===== src/rtl/cache_mem_arbiter.sv =====
// Shares one 128-bit memory/L2 port between the LC-3b I-cache and D-cache.
// One owner at a time, request latched at grant, round-robin on simultaneous requests.
module cache_mem_arbiter (
  input  logic         clk,
  input  logic         rst_n,
  input  logic         i_read,
  input  logic [15:0]  i_address,
  output logic         i_resp,
  input  logic         d_read,
  input  logic         d_write,
  input  logic [15:0]  d_address,
  input  logic [127:0] d_wdata,
  output logic         d_resp,
  output logic [127:0] rdata,
  output logic         pmem_read,
  output logic         pmem_write,
  output logic [15:0]  pmem_address,
  output logic [127:0] pmem_wdata,
  input  logic [127:0] pmem_rdata,
  input  logic         pmem_resp
);

  localparam int WORD_W = 16;
  localparam int LINE_W = 128;

  typedef enum logic [1:0] {IDLE, SERVE_I, SERVE_D} state_t;
  typedef enum logic {GNT_I = 1'b0, GNT_D = 1'b1} grant_t;

  typedef struct packed {
    logic [WORD_W-1:0] addr;
    logic              write;
    logic [LINE_W-1:0] wdata;
  } req_t;

  state_t state, state_nxt;
  grant_t last_grant;
  req_t   lat;
  logic   i_req, d_req, grant_i, grant_d;

  assign i_req = i_read;
  assign d_req = d_read | d_write;

  // On a tie the port goes to whoever did not win last time.
  always_comb begin
    grant_i = 1'b0;
    grant_d = 1'b0;
    if (state == IDLE) begin
      if (i_req && d_req) begin
        grant_d = (last_grant == GNT_I);
        grant_i = (last_grant == GNT_D);
      end else begin
        grant_i = i_req;
        grant_d = d_req;
      end
    end
  end

  always_ff @(posedge clk) begin
    if (!rst_n) state <= IDLE;
    else        state <= state_nxt;
  end

  always_comb begin
    state_nxt = state;
    case (state)
      IDLE: begin
        if (grant_d)      state_nxt = SERVE_D;
        else if (grant_i) state_nxt = SERVE_I;
      end
      SERVE_I, SERVE_D: if (pmem_resp) state_nxt = IDLE;
      default: state_nxt = IDLE;
    endcase
  end

  // Write line is only captured for D writes; otherwise it holds its last value.
  always_ff @(posedge clk) begin
    if (!rst_n) begin
      lat        <= '0;
      last_grant <= GNT_I;
    end else if (grant_d) begin
      lat.addr   <= d_address;
      lat.write  <= d_write;
      if (d_write) lat.wdata <= d_wdata;
      last_grant <= GNT_D;
    end else if (grant_i) begin
      lat.addr   <= i_address;
      lat.write  <= 1'b0;
      last_grant <= GNT_I;
    end
  end

  always_comb begin
    pmem_read  = 1'b0;
    pmem_write = 1'b0;
    i_resp     = 1'b0;
    d_resp     = 1'b0;
    case (state)
      SERVE_I: begin
        pmem_read = 1'b1;
        i_resp    = pmem_resp;
      end
      SERVE_D: begin
        pmem_read  = ~lat.write;
        pmem_write = lat.write;
        d_resp     = pmem_resp;
      end
      default: ;
    endcase
  end

  assign pmem_address = lat.addr;
  assign pmem_wdata   = lat.wdata;
  assign rdata        = pmem_rdata;

endmodule


===== config.mk =====
export PLATFORM = sky130hd
export DESIGN_NAME = cache_mem_arbiter
export DESIGN_NICKNAME = d
export VERILOG_FILES = /design/src/rtl/cache_mem_arbiter.sv
export SDC_FILE = /design/constraint.sdc
export NUM_CORES = 1
export LEC_CHECK = 0
export ABC_AREA = 1
export BUFFER_PORTS_ARGS = -buffer_cell sky130_fd_sc_hd__buf_4
export CAP_MARGIN = 40
export CORE_AREA = 2 2 219 221
export CTS_BUF_LIST = sky130_fd_sc_hd__clkbuf_16
export CTS_CLUSTER_DIAMETER = 50
export DETAILED_ROUTE_END_ITERATION = 8
export DIE_AREA = 0 0 221 223
export PLACE_DENSITY = 0.4
export SYNTH_ARGS = -nofsm -noshare
export SYNTH_HDL_FRONTEND = slang
export SYNTH_SLANG_ARGS = --single-unit

===== constraint.sdc =====
create_clock -name clk -period 2.1 [get_ports clk]
set_input_delay 0.315 -clock clk [delete_from_list [all_inputs] [get_ports clk]]
set_output_delay 0.315 -clock clk [all_outputs]
set_load 0.005 [all_outputs]

## Word-level counts from Yosys, hierarchy flattened

Index checks and enable logic that the tools add are counted.

- Eq/ne operators: 4
- Multiplexer cells: 16
- Bitwise logic cells: 3
- Reduce and logical (&&, ||, !) cells: 6

Operators by type and width:

| operator | number |
|---|---|
| $mux 17 | 2 |
| $mux 1 | 9 |
| $mux 2 | 3 |
| $pmux 2 s2 | 1 |
| $reduce_and 2->1 | 2 |
| $ne 3x3->1 const B | 1 |
| $eq 2x1->1 const B | 1 |
| $eq 2x2->1 const B | 1 |
| $logic_not 2->1 | 1 |
| $ne 2x2->1 const B | 1 |
| $not 1->1 | 2 |
| $pmux 1 s2 | 1 |
| $reduce_bool 2->1 | 1 |
| $reduce_or 2->1 | 1 |
| $logic_and 1x1->1 | 1 |
| $or 1x1->1 | 1 |

- Register bits: 148
- Bits of input ports: 294
- Output and inout port bits: 276
- Logic and storage cells: 34

## Depth between registers and ports, before layout

- Depth in word-level cells: 7
- Depth in mapped cells: 8
- Mapped depth without buffers: 6

## Worst setup path before layout

No wires, ideal clock.

- Kind: reg2reg
- From: register state[0]
- To: register lat (netlist bit pmem_address[10])
- Setup time: 119 ps
- Arrival: 1,364 ps
- Slack: 617 ps
- Stages on the path, launching flop included: 9
- Path buffers: 2
- Period minus slack after synthesis: 1,483 ps
- Cell sequence: dfxtp_1 inv_1 ha_1 buf_2 nand3_1 clkbuf_1 nand2_1 nand2_1 a21oi_1

- Cells in the longest elaborated chain, start to end: 3
- Elaborated cells between the ends (all ways): 5
- Those cells by class: mux: 3; reduce/logical: 2

RTL lines:

| what | RTL line | source |
|---|---|---|
| start, declared | 35 | `state_t state, state_nxt;` |
| start signal, assigned | 60 | `else state <= state_nxt;` |
| $logic_not 2->1 (*) | 47 | `if (state == IDLE) begin` |
| $mux 1 | 47 |  |
| $mux 17 or $reduce_bool 2->1 (tied branches) | - |  |
| end, declared | 37 | `req_t lat;` |

Every way passes the cells marked *; elsewhere a longest branch is shown, timed or not.
A chain may end at the register's enable or synchronous reset.

## Worst setup path in the final report

- From: register state[0]
- To: output port pmem_read

- Cells in the longest elaborated chain, start to end: 2
- Elaborated cells between the ends (all ways): 3
- Those cells by class: eq/ne: 2; mux: 1

RTL lines:

| what | RTL line | source |
|---|---|---|
| $eq 2x2->1 or $eq 2x1->1 (tied branches) | 97 | `case (state)` |
| $pmux 1 s2 (*) | 97 |  |
| end, declared | 15 | `output logic pmem_read,` |

Marked as above.

==> metrics.md <==
| Metric | Value |
|---|---|
| Rel. slew slack | `0.588` |
| CTS max path bufs | `2` |
| Clock sink count | `148` |
| Distinct cells, synth | `18` |
| Cell Area, Placed | `0.00901 mm^2` |
| Clock Power Share | `0.360` |
| Slowest CP cell | `dfxtp_1` |
| Routed Wire Length | `27.1 mm` |
| Period Utilization, post-route | `0.893` |
| Routability Congestion | `between 0.7 and 0.8` |
| Global Route Usage Sum | `0.108` |
| Setup TNS | `0 ns` |
| Max cap viols | `0` |
| Number of global-route vias before repair | `6590` |
| CP delay by family, top | `flip-flops` |
| Die X | `221 um` |
| CTS Hold Bufs | `0` |
| Hold slack | `roughly 0.11 ns` |
| Crit end category | `output pin` |
| GRT overflow | `0` |
| Antenna fix cells | `0` |
| # DRC | `0` |
| Top cells by area, synth | `dfxtp_1 37%, buf_4 26%, nand2_1 10%` |
| Hold Path Depth | `3` |
| Largest area contributor in the netlist | `dfxtp_1` |
| Area grow syn2layout | `18.7%` |
| Worst EP arrival | `about 1.6 ns` |
| Mapped Avg Cell Area | `7.53 um^2` |
| Sequential area share after synthesis | `0.368` |
| Fill cell count | `between 5000 and 6000` |
| Nets | `1361` |
| Global-route wire length before repair | `40.3 mm` |
| Power Internal | `~5.6 mW` |
| Die height | `223 um` |
| Top-count cell post-synth | `buf_4` |
| Storage cell area | `0.00296 mm^2` |
| WP data required | `around 1.8 ns` |
| DIE AREA | `0.0493 mm^2` |
| Number of I/O pins | `570` |
| Antenna Nets Post-Route | `0` |
| Initial antenna violation count | `0` |
| Most instantiated cells after synthesis | `278 x buf_4, 221 x nand2_1, 148 x a21oi_1, 148 x dfxtp_1, 131 x nand4_1` |
| Peak supply drop | `0.441 mV` |
| Core area | `0.0471 mm^2` |
| Flop pwr share | `0.394` |
| Via density | `between 4 and 5` |
| Share of post-route cells with drive strength above 1 | `0.334` |
| Net Sw Power | `2.62 mW` |
| Area taken by multi-input logic gates | `between 0.002 and 0.0025 mm^2` |
| Critical Path Max Stage Delay | `0.36 ns` |
| Detailed placement HPWL | `18.4 mm` |
| # rows | `80` |
| Main synth FF type | `dfxtp_1` |
| Fraction of registers with async set/reset | `0` |
| Top-area cell type share of the netlist area | `0.368` |
| Final Power | `8.21 mW` |
| Post-CTS Setup Inserts | `0` |
| Combinational share of power | `0.245` |
| Power Dens Cells | `859 mW/mm^2` |
| Worst R2R Path Depth | `7` |
| Post-synth EDFFs | `0` |
| Pleak | `~4.2 nW` |
| Critical-path cell list | `inv_1, ha_1, inv_1, nor2_1, o21a_1, buf_4` |
| Final Critical Period | `1.88 ns` |
| Mapped Cells | `between 1000 and 1500` |
| Initial Utilization | `0.171` |
| CTS HTree Levels | `4` |
| Final setup fails | `0` |
| WHS Endpoint | `pmem_wdata[98]` |
| Slew Viols, Final | `0` |
| Synthesis-stage register bit count | `between 100 and 150` |
| Fin util | `0.203` |
| Flop2flop setup slack | `about 0.48 ns` |
| Vias post-DR | `6792` |
| Clk_lat worst skew | `0.47 ns` |
| CP Max Fanout | `3` |
| Final hold violations | `0` |
| HP Class | `in -> reg` |
| Largest net degree at the start of global routing | `a little over 100` |
| Avg WL per Cell | `about 16 um` |
| Clock Tree Root | `clkbuf_16` |
| Most frequent CP cell | `inv_1` |
| Syn Nets | `1365` |
| Ys Warns | `0` |
| Drt pass-1 iters | `4` |
| Final Instance Area | `0.00955 mm^2` |
| Post-Synthesis Cell Area | `0.00804 mm^2` |
| Outcome | `finished clean` |
| Worst-margin pin slew | `0.618 ns` |
| Crit Path Class | `reg -> out` |
| Worst Setup Start Kind | `flop` |
| Crit Reg-Reg Endpoint | `state[0]` |
| Iteration-0 DRC Markers | `approximately 350` |
| Fmax | `533 MHz` |
| Clock-pin slew on the worst setup and hold paths | `0.07 ns` |
| RR Startpoint | `state[0]` |
| HP Start | `d_wdata[98]` |
| Clk_skew | `0.00810 ns` |
| Switching Share | `0.319` |
| Bufs and invs on worst path | `3` |
| Unrepaired setup endpoints after global routing | `no` |
| Post-CTS Resized | `0` |
| Input/output buffers | `313` |
| CTS tree | `built` |
| Cts bufs inserted | `17` |
## power by group through the flow
stage          sequential [mW]  clock [mW]  combinational [mW]
2_1_floorplan             3.25           0                1.54
3_3_place_gp              3.29           0                2.05
3_5_place_dp              3.30           0                2.06
4_1_cts                   3.24        3.17                2.06
5_1_grt                   3.27        3.23                2.23
6_report                  3.24        2.96                2.01
## logic make-up (layout without fill, tap and decap cells)
family | after synthesis | after routing | synth area share
AO/OA/AOI/OAI | 149 | 149 | 0.0930
adder cells (fa/ha/maj) | 3 | 3 | 0.00467
buffers and inverters | 410 | 419 | 0.324
flip-flops | 148 | 148 | 0.368
AND/OR/NAND/NOR | 358 | 358 | 0.210
## flip-flops by register name, summed over array words and instances (netlist names)
register,count
last_grant,1
lat,1
pmem_address,16
pmem_wdata,128
state,2
## per-stage QoR
stage	instances	setup WS [ns]
2_1_floorplan	1068	0.617
3_3_place_gp	1660	0.394
3_5_place_dp	1660	0.404
4_1_cts	1692	0.150
5_1_grt	1692	0.109
6_report	1692	0.224
## worst max path at each step
stage / start / endpoint / depth (start not counted)
6_report: state[0] / pmem_read / 6
5_1_grt: state[0] / pmem_read / 6
4_1_cts: state[0] / pmem_read / 6
3_5_place_dp: i_read / pmem_wdata[34] / 7
3_3_place_gp: i_read / pmem_wdata[34] / 7
2_1_floorplan: state[0] / pmem_address[10] / 8
## worst register-to-register path, stage by stage (launching register included)
cell and delay, ns:
dfxtp_1 0.33, inv_1 0.12, ha_4 0.23, buf_4 0.45
nand3_1 0.13, nand2_1 0.10, nand2_1 0.05, a21oi_1 0.15
## layout make-up
type                       instances  area share
clock inverter                    15      0.0123
clock buffer                      17      0.0445
sequential                       148       0.310
multi-input combinational        510       0.260
timing repair buffer             326       0.268
tap                              615      0.0806
inverter                          61      0.0242
## metal layers
layer  wire, um  GRT usage
met1      11100      0.122
met2      12700      0.169
met3       2190     0.0458
met4       1160     0.0684
met5          0          0
## placed cells by master, fill, tap and decap left out
master	count
nand2_1	221
inv_1	60
dfxtp_1	148
buf_12	9
nand4_1	131
clkinv_4	3
nand2_2	1
nor2_4	1
inv_6	1
clkbuf_16	17
ha_4	1
o21a_1	1
buf_4	317
nand3_1	2
nor2_2	1
nor2_1	1
bufinv_16	1
clkinvlp_4	3
a21oi_1	148
clkinv_2	3
ha_1	2
clkinv_1	3
inv_2	1
inv_4	1
Power figures use the tool's default switching activity.
